## config.mk

```make
export PLATFORM = sky130hd
export DESIGN_NAME = reservation_station
export DESIGN_NICKNAME = d
export VERILOG_FILES = /design/src/rtl/reservation_station.sv
export SDC_FILE = /design/constraint.sdc
export NUM_CORES = 2
export LEC_CHECK = 0
export BUFFER_PORTS_ARGS = -buffer_cell sky130_fd_sc_hd__buf_2
export CAP_MARGIN = 20
export CORE_ASPECT_RATIO = 0.7
export CORE_MARGIN = 4
export CORE_UTILIZATION = 50
export DETAILED_ROUTE_END_ITERATION = 6
export MAX_ROUTING_LAYER = met4
export PLACE_DENSITY = 0.66
export SLEW_MARGIN = 40
export SYNTH_ARGS = -nofsm -noshare
export SYNTH_HDL_FRONTEND = slang
export SYNTH_SLANG_ARGS = --single-unit
```

## constraint.sdc

```tcl
create_clock -name clk -period 54.1 [get_ports clk]
set_input_delay 8.115 -clock clk [delete_from_list [all_inputs] [get_ports clk]]
set_output_delay 8.115 -clock clk [all_outputs]
set_load 0.05 [all_outputs]
```

## src/rtl/reservation_station.sv

```systemverilog
// reservation_station: out-of-order issue buffer with CDB wakeup and lowest-index select.
// Define RS_LSB_CDB_EN to snoop a second (LSB) broadcast bus in parallel with the ALU CDB.
module reservation_station #(
    parameter int RS_SIZE   = 16,
    parameter int ROB_WIDTH = 4,
    parameter int OP_WIDTH  = 6
) (
    input  logic                 clk,
    input  logic                 rst,
    input  logic                 rdy,
    input  logic                 ROB_clear,
    input  logic                 ISSUE_sgn,
    input  logic [OP_WIDTH-1:0]  ISSUE_opcode,
    input  logic [ROB_WIDTH-1:0] ISSUE_ROB_name,
    input  logic [31:0]          ISSUE_Vj,
    input  logic [ROB_WIDTH-1:0] ISSUE_Qj,
    input  logic                 ISSUE_Rj,
    input  logic [31:0]          ISSUE_Vk,
    input  logic [ROB_WIDTH-1:0] ISSUE_Qk,
    input  logic                 ISSUE_Rk,
    output logic                 RS_full,
    input  logic                 CDB_sgn,
    input  logic [31:0]          CDB_result,
    input  logic [ROB_WIDTH-1:0] CDB_ROB_name,
`ifdef RS_LSB_CDB_EN
    input  logic                 LSB_CDB_sgn,
    input  logic [31:0]          LSB_CDB_result,
    input  logic [ROB_WIDTH-1:0] LSB_CDB_ROB_name,
`endif
    output logic                 ALU_sgn,
    output logic [OP_WIDTH-1:0]  ALU_opcode,
    output logic [ROB_WIDTH-1:0] ALU_ROB_name,
    output logic [31:0]          ALU_lhs,
    output logic [31:0]          ALU_rhs
);
    localparam int IW = $clog2(RS_SIZE);

    logic [RS_SIZE-1:0]                busy_q, busy_d, rj_q, rj_d, rk_q, rk_d;
    logic [RS_SIZE-1:0][OP_WIDTH-1:0]  op_q, op_d;
    logic [RS_SIZE-1:0][ROB_WIDTH-1:0] dest_q, dest_d, qj_q, qj_d, qk_q, qk_d;
    logic [RS_SIZE-1:0][31:0]          vj_q, vj_d, vk_q, vk_d;
    logic                              alu_sgn_q, alu_sgn_d;
    logic [OP_WIDTH-1:0]               alu_op_q, alu_op_d;
    logic [ROB_WIDTH-1:0]              alu_dest_q, alu_dest_d;
    logic [31:0]                       alu_lhs_q, alu_lhs_d, alu_rhs_q, alu_rhs_d;
    logic [IW-1:0]                     free_idx, sel_idx;
    logic                              sel_v;

    // Returns {ready, value} after snooping the broadcast bus(es); ALU CDB wins a tie.
    function automatic logic [32:0] snoop(input logic r, input logic [ROB_WIDTH-1:0] q,
                                          input logic [31:0] v);
`ifdef RS_LSB_CDB_EN
        return r ? {1'b1, v} : (CDB_sgn && CDB_ROB_name == q) ? {1'b1, CDB_result} :
               (LSB_CDB_sgn && LSB_CDB_ROB_name == q) ? {1'b1, LSB_CDB_result} : {1'b0, v};
`else
        return r ? {1'b1, v} : (CDB_sgn && CDB_ROB_name == q) ? {1'b1, CDB_result} : {1'b0, v};
`endif
    endfunction

    assign RS_full      = &busy_q;
    assign ALU_sgn      = alu_sgn_q;
    assign ALU_opcode   = alu_op_q;
    assign ALU_ROB_name = alu_dest_q;
    assign ALU_lhs      = alu_lhs_q;
    assign ALU_rhs      = alu_rhs_q;

    always_comb begin
        free_idx = '0;
        sel_idx  = '0;
        sel_v    = 1'b0;
        for (int i = RS_SIZE - 1; i >= 0; i--) begin
            if (!busy_q[i]) free_idx = IW'(i);
            if (busy_q[i] && rj_q[i] && rk_q[i]) begin
                sel_idx = IW'(i);
                sel_v   = 1'b1;
            end
        end
    end

    always_comb begin
        busy_d     = busy_q;
        op_d       = op_q;
        dest_d     = dest_q;
        vj_d       = vj_q;
        qj_d       = qj_q;
        rj_d       = rj_q;
        vk_d       = vk_q;
        qk_d       = qk_q;
        rk_d       = rk_q;
        alu_sgn_d  = 1'b0;
        alu_op_d   = alu_op_q;
        alu_dest_d = alu_dest_q;
        alu_lhs_d  = alu_lhs_q;
        alu_rhs_d  = alu_rhs_q;
        if (rdy && ROB_clear) begin
            busy_d = '0;
        end else if (rdy) begin
            for (int i = 0; i < RS_SIZE; i++) begin
                {rj_d[i], vj_d[i]} = snoop(rj_q[i], qj_q[i], vj_q[i]);
                {rk_d[i], vk_d[i]} = snoop(rk_q[i], qk_q[i], vk_q[i]);
            end
            if (sel_v) begin
                busy_d[sel_idx] = 1'b0;
                alu_sgn_d       = 1'b1;
                alu_op_d        = op_q[sel_idx];
                alu_dest_d      = dest_q[sel_idx];
                alu_lhs_d       = vj_q[sel_idx];
                alu_rhs_d       = vk_q[sel_idx];
            end
            // free_idx is a pre-edge free slot, so it never aliases the dispatched entry
            if (ISSUE_sgn && !RS_full) begin
                busy_d[free_idx] = 1'b1;
                op_d[free_idx]   = ISSUE_opcode;
                dest_d[free_idx] = ISSUE_ROB_name;
                qj_d[free_idx]   = ISSUE_Qj;
                qk_d[free_idx]   = ISSUE_Qk;
                {rj_d[free_idx], vj_d[free_idx]} = snoop(ISSUE_Rj, ISSUE_Qj, ISSUE_Vj);
                {rk_d[free_idx], vk_d[free_idx]} = snoop(ISSUE_Rk, ISSUE_Qk, ISSUE_Vk);
            end
        end
    end

    always_ff @(posedge clk or posedge rst) begin
        if (rst) begin
            busy_q     <= '0;
            op_q       <= '0;
            dest_q     <= '0;
            vj_q       <= '0;
            qj_q       <= '0;
            rj_q       <= '0;
            vk_q       <= '0;
            qk_q       <= '0;
            rk_q       <= '0;
            alu_sgn_q  <= 1'b0;
            alu_op_q   <= '0;
            alu_dest_q <= '0;
            alu_lhs_q  <= '0;
            alu_rhs_q  <= '0;
        end else begin
            busy_q     <= busy_d;
            op_q       <= op_d;
            dest_q     <= dest_d;
            vj_q       <= vj_d;
            qj_q       <= qj_d;
            rj_q       <= rj_d;
            vk_q       <= vk_d;
            qk_q       <= qk_d;
            rk_q       <= rk_d;
            alu_sgn_q  <= alu_sgn_d;
            alu_op_q   <= alu_op_d;
            alu_dest_q <= alu_dest_d;
            alu_lhs_q  <= alu_lhs_d;
            alu_rhs_q  <= alu_rhs_d;
        end
    end
endmodule

```

======== Yosys cells after proc, flatten, opt, wreduce, memory -nomap -nowiden ========
Index checks and enable logic that the tools add are counted.
word-level totals
  bits of input ports ..................... 126
  output and inout bits ................... 76
  bits in registers ....................... 1435
cells by class
  muxes and demuxes ....................... 155
  bitwise logic cells ..................... 4
  eq/ne operators ......................... 34
  $lt $le $gt $ge ......................... 4
  reduce and logical (&&, ||, !) cells .... 76
operators with widths
  operator                                                                      number
  33-bit 2-to-1 mux                                                             68
  512-bit bitwise mux                                                           2
  512-bit 2-to-1 mux                                                            2
  32-bit binary-select mux with 4-bit select                                    2
  64-bit bitwise mux                                                            3
  4-bit equality test                                                           34
  4-bit 2-to-1 mux                                                              34
  32-bit demux with 4-bit select                                                1
  16-bit 2-to-1 mux                                                             8
  96-bit bitwise mux                                                            1
  32-bit 2-to-1 mux                                                             3
  1-bit logical AND                                                             70
  16-bit bitwise mux                                                            2
  6-bit binary-select mux with 4-bit select                                     1
  6-bit demux with 4-bit select                                                 1
  1-bit 2-to-1 mux                                                              21
  16-bit bitwise AND                                                            1
  4-bit binary-select mux with 4-bit select                                     1
  4-bit demux with 4-bit select                                                 1
  16-bit NOT                                                                    1
  16-bit bitwise OR                                                             1
  16-bit AND reduction                                                          1
  6-bit 2-to-1 mux                                                              2
  4-bit by 5-bit less-than comparator with 1-bit output, second input constant  2
  7 further kinds                                                               10

======== Longest topological paths before layout ========
  depth in word-level cells ............... 31
  depth in mapped cells ................... 12
  mapped depth without buffers ............ 9

======== Least setup slack after synthesis ========
No wires, ideal clock.
  kind .................................... flip-flop to output port
  from .................................... reg busy_q[0]
  to ...................................... out RS_full
  stages on the path, launching flop included .. 6
  setup slack ............................. 43.667 ns
  data arrival time ....................... 2.318 ns
  cells stage by stage .................... dfrtp_1 -> buf_4 -> and2_1 -> buf_4 -> nand3_2 -> nor4_1
on the way
  longest elaborated chain between the ends .. 1
RTL lines
  what                    line  RTL
  start, declared         38    logic [RS_SIZE-1:0] busy_q, busy_d, rj_q, rj_d, rk_q, rk_d;
  start signal, assigned  140   busy_q <= busy_d;
  16-bit AND reduction    60    assign RS_full = &busy_q;
  end, declared           21    output logic RS_full,
Every way passes these cells.

==> summary.txt <==
Synthesis
  • Post-synthesis net count: 7,068
  • Leading post-synthesis cells by cell area: dfrtp_1 51%, o22ai_1 6.6%, mux2_2 5.4%
  • Distinct cell type count of the synthesized netlist: 84
  • Most common cell in the netlist: dfrtp_1
  • YS warnings: 0
  • Top cell type's share of synthesized area: between 50% and 60%
  • Most common flop cell mapped by yosys: dfrtp_1
  • Top post-synthesis cells by count: 1,435 x dfrtp_1, 747 x o22ai_1, 605 x a21oi_1
  • Yosys reg bits: 1,435
  • Post-synthesis sequential area ratio: about 50%
  • Area leader, netlist: dfrtp_1
  • Avg Cell Area, Syn: between 10 and 15 µm²
  • EDFF count, synth: 0
  • Synth Cell Area: 70,800 µm²
  • Mapped Cells: approximately 6,900
  • Async SR Flop Fraction: 100%

GRT
  • Total grt overflow: 0
  • First-pass GRT wire length: approximately 470,000 µm
  • Tot GR Track Use: 44.7%
  • Pin count of the biggest net entering global routing: ~140
  • Antenna violations before repair: 22
  • Number of global-route vias before repair: 65,535

Pwr
  • Seq pwr share: approximately 46%
  • Clk pwr share: 34.4%
  • Switch share: 32.0%
  • Int Pwr: around 2100 µW
  • Design Power: a little over 3000 µW
  • IR drop worst, VDD: 0.0000363 V
  • Pwr per Cell Area: a little under 40 nW/µm²
  • Logic gate share of total power: roughly 19%
  • Psw: about 1000 µW
  • P_leak: 0.0334 µW

STA
  • Final hold vios: 0
  • Fin. max-slew vios: 0
  • RSZ-0062 raised after global routing: false
  • Final Skew: between 0.04 and 0.05 ns
  • Final period util: around 22%
  • Least-Margin Pin Slew: just under 1 ns
  • Max-Slew Margin vs Limit: 33.9%
  • Fmax: roughly 83 MHz
  • Min Tclk post-route: about 12 ns
  • Setup TNS: 0 ns
  • # setup viols final: 0

Worst setup path
  • Setup CP Type: primary input to async pin
  • Crit. End Element: async pin
  • Worst setup startpoint: rst
  • FF-to-FF path depth: 10
  • Reg2Reg Launch Point: busy_q[0]$_DFFE_PP0P_
  • Worst Path Buf+Inv: 9
  • Slowest CP cell: buf_4
  • Required @ worst endpoint: roughly 55 ns
  • Worst r2r dst: vj_q[494]$_DFFE_PP0P_
  • Most frequent CP cell: buf_6
  • R2r setup slk: ~49 ns
  • Crit-path leading delay family: buffers and inverters
  • CP Launch Type: primary input
  • Critical Path, Cell by Cell: buf_2, inv_12, buf_6, buf_6, buf_6, buf_4, buf_4, buf_12, buf_6
  • Slowest stage delay, CP: about 0.73 ns
  • End of the critical path: vk_q[356]$_DFFE_PP0P_
  • Maximum net fanout on the critical path: between 100 and 150
  • CP arrival: roughly 13 ns
  • Stages on the worst setup path: 9

CTS
  • CTS Buf Count: about 140
  • Clock root buffer: clkbuf_16
  • Post-CTS Hold Buffers: 0
  • Total clock sinks: roughly 1,400
  • Clk Latency, worst-skew pair: between 0.8 and 0.9 ns
  • Clk slew on worst S/H paths: roughly 0.060 ns
  • Clk buf depth: 3
  • Setup bufs post-CTS: 0
  • Depth of the CTS H-tree: 4
  • CTS tree: done
  • Post-cts resize count: 0

Placed design
  • Post-DP HPWL: between 150,000 and 200,000 µm
  • Port bufs: roughly 200
  • DP Cell Count: roughly 8,400
  • Gp weighted congestion: between 0.9 and 1

Route
  • Antenna-violating nets left: 0
  • Vias per cell: approximately 8
  • WL final: approximately 330,000 µm
  • Remaining DRCs: ~130
  • First-iteration detailed-routing DRC count: about 14,000
  • Via Count: between 60,000 and 70,000
  • TritonRoute pass-1 iters: 7
  • Avg WL per Cell: approximately 38 µm

Finish
  • Nets@finish: ~6,800
  • Final non-filler cell total: between 8,000 and 9,000
  • Area delta synth->final: 11.1%
  • Layout cells sized above 1: between 10% and 20%

Die
  • Die span in x: about 460 µm
  • FP Rows: 115
  • Ports: between 200 and 250
  • Core area: between 100,000 and 150,000 µm²
  • Die ar.: 148,000 µm²
  • Initial Util: between 50% and 60%
  • Height of the die: 323 µm

Hold path
  • Worst hold path type: register to register

Outcome
  • Status: complete, but fails checks
  • Failing checks: DRC

Job
  • Max-cap viol count: 0
cells in the final DEF, fill, tap and decap left out, drive strengths merged, types with 91 or more instances in the layout:
| master | instances |
|---|---|
| dfrtp | 1435 |
| o22ai | 747 |
| a21oi | 609 |
| nor2 | 594 |
| buf | 407 |
| mux2 | 352 |
| nand2 | 290 |
| a2bb2oi | 234 |
| clkbuf | 212 |
| a22oi | 194 |
| o2bb2ai | 192 |
| nor3 | 173 |
| a31oi | 138 |
| nand3 | 126 |
| a221o | 111 |
| a22o | 109 |
| mux2i | 100 |
| xor2 | 98 |
| o211ai | 91 |
sequential cells by signal, summed over array words and instances, names as in the netlist, 6 cells and up:
| name | flops |
|---|---|
| ALU_rhs | 32 |
| busy_q | 16 |
| rk_q | 16 |
| qj_q | 64 |
| vk_q | 512 |
| vj_q | 512 |
| qk_q | 64 |
| ALU_opcode | 6 |
| rj_q | 16 |
| ALU_lhs | 32 |
| dest_q | 64 |
| op_q | 96 |
power groups by stage:
stage / logic, µW / clock network [µW] / registers (µW)
2_1_floorplan: 338 / 0 / 1510
3_3_place_gp: 569 / 0 / 1440
3_5_place_dp: 588 / 0 / 1450
4_1_cts: 589 / 1070 / 1430
5_1_grt: 641 / 1120 / 1460
6_report: 603 / 1070 / 1440
worst min-delay path by stage:
stage	from	end	slack, ns	cells after the start
3_5_place_dp	vj_q[425]$_DFFE_PP0P_	vj_q[425]$_DFFE_PP0P_	0.47	1
2_1_floorplan	vj_q[416]$_DFFE_PP0P_	vj_q[416]$_DFFE_PP0P_	0.46	1
3_3_place_gp	op_q[35]$_DFFE_PP0P_	op_q[35]$_DFFE_PP0P_	0.47	1
4_1_cts	vk_q[423]$_DFFE_PP0P_	vk_q[423]$_DFFE_PP0P_	0.49	1
5_1_grt	vk_q[182]$_DFFE_PP0P_	vk_q[182]$_DFFE_PP0P_	0.50	1
6_report	vk_q[421]$_DFFE_PP0P_	vk_q[421]$_DFFE_PP0P_	0.49	1
metrics by stage:
step / hold slack [ns] / setup WS, ns / utilization (%) / area, µm²
after CTS: 0.492 / 41.77 / 55.7 / 78400
after floorplan: 0.455 / 5.52 / - / 70800
after global routing: 0.504 / 41.44 / 55.9 / 78600
after global placement: 0.469 / 39.87 / 51.9 / 73000
after detailed placement: 0.473 / 40.93 / 52.3 / 73500
final: 0.490 / 42.02 / 55.9 / 78600
cells by family after synthesis:
logic type	after synthesis	synth area share (%)
multiplexers	452	7.01
flip-flops	1435	50.7
buffers and inverters	837	4.73
AO/OA/AOI/OAI	2795	28.0
AND/OR/NAND/NOR	1293	7.91
XOR/XNOR	130	1.61
final cells by class:
class / instances / area (µm²)
Fill cell: 12022 / 61900
Sequential cell: 1435 / 35900
Multi-Input combinational cell: 4670 / 32300
Clock buffer: 211 / 4270
Timing Repair Buffer: 408 / 2980
Tap cell: 1872 / 2340
Clock inverter: 48 / 621
Antenna cell: 36 / 90.1
Inverter: 18 / 85.1
layer usage:
| metal | wire [µm] | track usage [%] | part of all wire, % | vias up |
|---|---|---|---|---|
| li1 | - | - | - | 26092 |
| met1 | 119000 | 56.3 | 36 | 33699 |
| met2 | 130000 | 58.1 | 39 | 7103 |
| met3 | 57300 | 21.1 | 17 | 1860 |
| met4 | 24700 | 25.9 | 7.5 | 0 |
| met5 | 0 | - | 0 | - |
Note: power is estimated with default switching activity, not from simulation.
